**config.mk**
```make
export PLATFORM = sky130hd
export DESIGN_NAME = pc_fetch_flat
export DESIGN_NICKNAME = d
export VERILOG_FILES = /design/src/rtl/pc_fetch_if.sv /design/src/rtl/pc_fetch.sv /design/src/flat_wrapper.sv
export SDC_FILE = /design/constraint.sdc
export NUM_CORES = 1
export LEC_CHECK = 0
export CORE_UTILIZATION = 46
export CTS_CLUSTER_SIZE = 10
export DETAILED_ROUTE_END_ITERATION = 10
export HOLD_SLACK_MARGIN = 0.02
export PLACE_DENSITY = 0.81
export SETUP_SLACK_MARGIN = 0.2
export SYNTH_ARGS = -nofsm -noshare
export SYNTH_HDL_FRONTEND = slang
export SYNTH_SLANG_ARGS = --single-unit
```
**constraint.sdc**
```tcl
create_clock -name clk -period 5.37 [get_ports clk]
set_clock_uncertainty 0.1 [all_clocks]
set_input_delay 1.074 -clock clk [delete_from_list [all_inputs] [get_ports clk]]
set_output_delay 1.074 -clock clk [all_outputs]
set_load 0.005 [all_outputs]
```
**src/rtl/pc_fetch_if.sv**
```systemverilog
// Fetch-stage bundle between the PC/fetch control block and its neighbours.
// The fetch block takes the slave view: it consumes control inputs and the ROM
// word, and produces the PC, the gated instruction and the status outputs.
interface pc_fetch_if;
    logic        stall;
    logic        branch_taken;
    logic [15:0] branch_offset;
    logic        jump;
    logic [25:0] jump_target;
    logic        halt_req;
    logic [31:0] rom_instr;
    logic [31:0] pc;
    logic [31:0] pc_plus4;
    logic [31:0] instr;
    logic        instr_valid;
    logic        halted;
    logic [31:0] instr_count;

    modport master (
        output stall, branch_taken, branch_offset, jump, jump_target, halt_req, rom_instr,
        input  pc, pc_plus4, instr, instr_valid, halted, instr_count
    );

    modport slave (
        input  stall, branch_taken, branch_offset, jump, jump_target, halt_req, rom_instr,
        output pc, pc_plus4, instr, instr_valid, halted, instr_count
    );
endinterface

```
**src/rtl/pc_fetch.sv**
```systemverilog
// Program counter and fetch control for the single-cycle MIPS core.
// Holds the PC, selects next PC (jump > branch > sequential), gates the ROM
// word toward decode, halts on request or out-of-range PC, counts retirements.
module pc_fetch #(
    parameter logic [31:0] RESET_PC  = 32'h0000_0000,
    parameter int unsigned ROM_WORDS = 16
) (
    input logic   clk,
    input logic   rst_n,
    pc_fetch_if.slave bus
);

    typedef enum logic [1:0] {BOOT, RUN, HALT} state_t;

    localparam logic [29:0] ROM_LIMIT = 30'(ROM_WORDS);

    state_t      state, state_next;
    logic [31:0] pc_q, pc_plus4_q, count_q;
    logic        halted_q;
    logic [31:0] next_pc, branch_pc, jump_pc;
    logic        out_of_range;
    logic        retire;
    logic [31:0] instr_d;
    logic        valid_d;

    // Next-PC selection and range check of the selected target.
    always_comb begin
        branch_pc = pc_plus4_q + {{14{bus.branch_offset[15]}}, bus.branch_offset, 2'b00};
        jump_pc   = {pc_plus4_q[31:28], bus.jump_target, 2'b00};
        if (bus.jump) begin
            next_pc = jump_pc;
        end else if (bus.branch_taken) begin
            next_pc = branch_pc;
        end else begin
            next_pc = pc_plus4_q;
        end
        out_of_range = (next_pc[31:2] >= ROM_LIMIT);
    end

    // State register.
    always_ff @(posedge clk) begin
        if (!rst_n) begin
            state <= BOOT;
        end else begin
            state <= state_next;
        end
    end

    // Next state, retirement strobe and decode-facing instruction gating.
    always_comb begin
        state_next = state;
        valid_d    = 1'b0;
        instr_d    = '0;
        retire     = 1'b0;
        unique case (state)
            BOOT: begin
                state_next = bus.halt_req ? HALT : RUN;
            end
            RUN: begin
                valid_d = 1'b1;
                instr_d = bus.rom_instr;
                if (!bus.stall) begin
                    retire = 1'b1;
                    if (bus.halt_req || out_of_range) begin
                        state_next = HALT;
                    end
                end
            end
            HALT: begin
                state_next = HALT;
            end
            default: begin
                state_next = BOOT;
            end
        endcase
    end

    // PC, PC+4, retirement counter and halted flag; an out-of-range target
    // still retires the current instruction but leaves the PC in place.
    always_ff @(posedge clk) begin
        if (!rst_n) begin
            pc_q       <= RESET_PC;
            pc_plus4_q <= RESET_PC + 32'd4;
            count_q    <= '0;
            halted_q   <= 1'b0;
        end else begin
            if (retire) begin
                count_q <= count_q + 32'd1;
                if (!out_of_range) begin
                    pc_q       <= next_pc;
                    pc_plus4_q <= next_pc + 32'd4;
                end
            end
            halted_q <= (state_next == HALT);
        end
    end

    assign bus.pc          = pc_q;
    assign bus.pc_plus4    = pc_plus4_q;
    assign bus.instr       = instr_d;
    assign bus.instr_valid = valid_d;
    assign bus.halted      = halted_q;
    assign bus.instr_count = count_q;

endmodule

```
**src/flat_wrapper.sv**
```systemverilog
// flat-port wrapper written by rule: the top's interface ports become plain ports
module pc_fetch_flat 
#(
    parameter logic [31:0] RESET_PC  = 32'h0000_0000,
    parameter int unsigned ROM_WORDS = 16
)
  (clk, rst_n, bus_stall, bus_branch_taken, bus_branch_offset, bus_jump, bus_jump_target, bus_halt_req, bus_rom_instr, bus_pc, bus_pc_plus4, bus_instr, bus_instr_valid, bus_halted, bus_instr_count);
  pc_fetch_if bus_i ();
  input logic clk;
  input logic rst_n;
  input wire logic [$bits(bus_i.stall)-1:0] bus_stall;
  input wire logic [$bits(bus_i.branch_taken)-1:0] bus_branch_taken;
  input wire logic [$bits(bus_i.branch_offset)-1:0] bus_branch_offset;
  input wire logic [$bits(bus_i.jump)-1:0] bus_jump;
  input wire logic [$bits(bus_i.jump_target)-1:0] bus_jump_target;
  input wire logic [$bits(bus_i.halt_req)-1:0] bus_halt_req;
  input wire logic [$bits(bus_i.rom_instr)-1:0] bus_rom_instr;
  output wire logic [$bits(bus_i.pc)-1:0] bus_pc;
  output wire logic [$bits(bus_i.pc_plus4)-1:0] bus_pc_plus4;
  output wire logic [$bits(bus_i.instr)-1:0] bus_instr;
  output wire logic [$bits(bus_i.instr_valid)-1:0] bus_instr_valid;
  output wire logic [$bits(bus_i.halted)-1:0] bus_halted;
  output wire logic [$bits(bus_i.instr_count)-1:0] bus_instr_count;
  assign bus_i.stall = bus_stall;
  assign bus_i.branch_taken = bus_branch_taken;
  assign bus_i.branch_offset = bus_branch_offset;
  assign bus_i.jump = bus_jump;
  assign bus_i.jump_target = bus_jump_target;
  assign bus_i.halt_req = bus_halt_req;
  assign bus_i.rom_instr = bus_rom_instr;
  assign bus_pc = bus_i.pc;
  assign bus_pc_plus4 = bus_i.pc_plus4;
  assign bus_instr = bus_i.instr;
  assign bus_instr_valid = bus_i.instr_valid;
  assign bus_halted = bus_i.halted;
  assign bus_instr_count = bus_i.instr_count;
  pc_fetch #(.RESET_PC(RESET_PC), .ROM_WORDS(ROM_WORDS)) u_core (.clk(clk), .rst_n(rst_n), .bus(bus_i));
endmodule
```
==> impl_results.md <==
* Status: finished clean
* Setup violators final at 0
* Peak VDD IR at roughly 150 uV
* Starting Density at 47.43%
* Pre-antenna DRT Iters at 5
* Req. time, crit path at ~5500 ps
* CP arrival at ~4900 ps
* Number of I/O pins at 210
* Clk_lat worst skew at 360 ps
* DRT iter0 DRCs at roughly 580
* Setup TNS at 0 ps
* Clock-pin slew on the worst setup and hold paths at approximately 70 ps
* Total GRT Usage at between 20% and 30%
* Synth warnings at 0
* CTS root buf: clkbuf_16
* Hold Violations, Final at 0
* Ratio of cells with drive above 1 in the final layout at under 10%
* Pin count of the biggest net entering global routing at 52
* Least-Margin Pin Slew at 814.4 ps
* Crit path launch type: primary input
* # DRC at 0
* Syn-to-layout area delta at 41.09%
* # clock sinks at 95
* GPL Wtd Cong at 0.9914
* Reg2reg path depth at 11
* Avg Cell Area, Syn at 7.993 um2
* Die height at around 120 um
* Critical Path End Type: register
* Asr flop ratio synth at 0%
* Highest metal used: met4
* Hold crit path type: reg -> reg
* Deepest clock path buffer count at 2
* Final nets at ~1100
* Peak Freq at ~210 MHz
* Gate Count Post-Synth at 755
* Hold Crit Endpoint: u_core.bus.pc[24]
* Fin Hold WS at 357.4 ps
* Routed WL per cell at between 15 and 20 um
* Mapped Area at between 6000 and 7000 um2
* Routed length on met2 at 9340 um
* Routed via count at ~6400
* Hold Startpoint: u_core.bus.pc[24]
* I/O Buffers at a little over 200
* Row count at 41
* Post-CTS setup buffers at 0
* Worst path top cell family by delay: compound AO/OA/AOI/OAI gates
* Reg2reg end: u_core.bus.pc_plus4[2]
* First-pass GRT wire length at ~30000 um
* Max incr delay on CP at ~470 ps
* Min Tclk post-route at around 4700 ps
* Distinct cells, synth at just under 70
* Cells along the critical path: clkdlybuf4s50_1, ha_1, fa_1, a211oi_1, o21ai_1, a22o_1, a2111oi_0, or3b_2, and4_1, a41oi_1, nor4_1, o21ai_0
* Worst slew margin at between 40% and 50%
* Pleak at 3.228 nW
* Commonest non-fill, non-tap cells in the layout: 204 x clkdlybuf4s50_1, 95 x dfxtp_1, 89 x and2_1
* Ant. Diodes at 0
* M1 WL at 7606 um
* Slew Viols, Final at 0
* DP HPWL at roughly 15000 um
* CP Class: in -> reg
* Grt ovf at 0
* Synthesized flop and latch total at between 90 and 100
* Ys flop type: dfxtp_1
* Max-cap check violation count at 0
* Initial antenna violation count at 0
* Seq/Total Area, Yosys at a little under a third
* RSZ-0062 raised after global routing: false
* Number of global-route vias before repair at a little under 6000
* Crit-path slowest cell: nor4_1
* Die width at 116.5 um
* H-tree depth at 3
* Critical R2R Launch: u_core.bus.pc_plus4[2]
* Die area at ~14000 um2
* Routed WL at around 19000 um
* Worst Hold Depth at 1
* Post-synth EDFFs at 0
* R2R Setup Slk at 1380 ps
* PD cells at 187.0 nW/um2
* Floorplan core area at roughly 13000 um2
* Crit path buf inv count at 1
* Drt via density at approximately 5.7
* CP max FO at 9
* Post-route ant nets at 0
* Number of CTS-inserted buffers at 9
* Final critical-path share of the clock period at between 80% and 90%
* CTS tree: built
* Met3 Routed Length at 1622 um
* Most common cell after layout, fill and taps aside: clkdlybuf4s50_1
==> worst register-to-register path, delay by kind of cell, from the launching register on <==
family | cells | cell delay, ps
fa+ha+maj | 2 | 720
flops | 1 | 340
simple gates | 3 | 910
compound gates | 6 | 1780
==> cell families (layout without fill, tap and decap cells) <==
family                     count (synthesis)  in the layout  synth area share [%]
AOI/OAI and AO/OA                        191            191                 20.80
xor gates and xnor gates                  36             36                 5.225
adders and majority gates                 32             32                 6.759
buffers and inverters                     54            243                 3.774
DFF                                       95             95                 31.52
muxes                                      8              8                 1.348
other                                      1              4               0.06214
and+or+nand+nor                          338            338                 30.52
==> sequential cells by signal, summed over array words and instances (netlist names) <==
name	flops
u_core.bus.halted	1
u_core.bus.pc_plus4	30
u_core.bus.pc	30
u_core.bus.instr_count	32
u_core.state	2
==> cell usage after synthesis (3+ instances only) <==
cell	instances	share of area, %
or3_1	11	1.1
xnor2_1	14	2.0
a21oi_1	48	4.0
o31ai_1	6	0.75
buf_4	4	0.50
and4_1	8	1.2
nand2_1	58	3.6
nor4_1	11	1.1
o2111ai_1	3	0.44
nor3b_1	4	0.50
inv_1	13	0.81
nor3_1	14	1.2
nand3_1	26	2.2
or3b_2	3	0.44
o21a_1	11	1.4
a211o_1	3	0.44
a31oi_1	14	1.5
o211ai_1	13	1.6
a41oi_1	3	0.44
and2_1	89	9.2
nand2b_1	8	0.83
ha_1	31	6.4
xor2_1	22	3.2
mux2i_1	7	1.2
and3_1	14	1.5
nand3b_1	4	0.50
nand4_1	17	1.8
o21ai_0	40	3.3
buf_2	8	0.66
nor2b_1	4	0.41
clkbuf_1	28	1.7
a2111oi_0	5	0.73
dfxtp_1	95	32
nor2_1	57	3.5
a211oi_1	8	1.0
a21o_1	7	0.87
==> metal layers <==
metal / GRT usage, % / up-vias
met4: 11.39 / 0
met1: 32.40 / 2890
met5: 0 / -
met3: 8.407 / 46
li1: - / 3131
met2: 49.86 / 299
==> worst max path at each step <==
stage / slack, ps / depth (start not counted) / start / to
4_1_cts: 480 / 11 / bus_branch_offset[15] / u_core.bus.pc_plus4[2]
3_3_place_gp: 300 / 11 / bus_branch_offset[15] / u_core.bus.pc[2]
3_5_place_dp: 120 / 11 / bus_branch_offset[15] / u_core.bus.pc_plus4[2]
2_1_floorplan: 1270 / 12 / bus_branch_offset[0] / u_core.bus.pc[2]
6_report: 630 / 12 / bus_branch_offset[0] / u_core.bus.pc_plus4[2]
5_1_grt: 390 / 12 / bus_branch_offset[0] / u_core.bus.pc_plus4[2]
==> final cells by class <==
cell class	instances	area [um2]
fillers	1109	4208
multi-input cells	609	3929
repair buffers	214	2122
flip-flops and latches	95	1902
clock buffers	11	232.7
well taps	172	215.2
clock inverters	5	65.06
inverters	13	48.80
==> through the flow <==
step	power, mW	cells	cell area [um2]	utilization (%)	worst slack, ps
CTS	1.601	1119	8512	66.91	483.7
floorplan	0.8369	758	6046	-	1272
global route	1.655	1119	8514	66.93	389.2
detailed placement	0.9508	1103	8214	64.57	121.3
finish	1.592	1119	8514	66.93	625.4
global placement	0.9507	1103	8214	64.57	302.0
==> repair_timing <==
action                     4_1_cts  5_1_grt
resized for setup                0        1
hold buffers                     0        0
setup endpoints to repair        0        3
==> where the power goes <==
group | switching, mW | internal (mW) | leakage, nW
registers | 0.00272 | 0.707 | 0.766
logic | 0.112 | 0.118 | 2.32
clock network | 0.287 | 0.366 | 0.145
No activity file was read; power rests on OpenSTA's default activity.
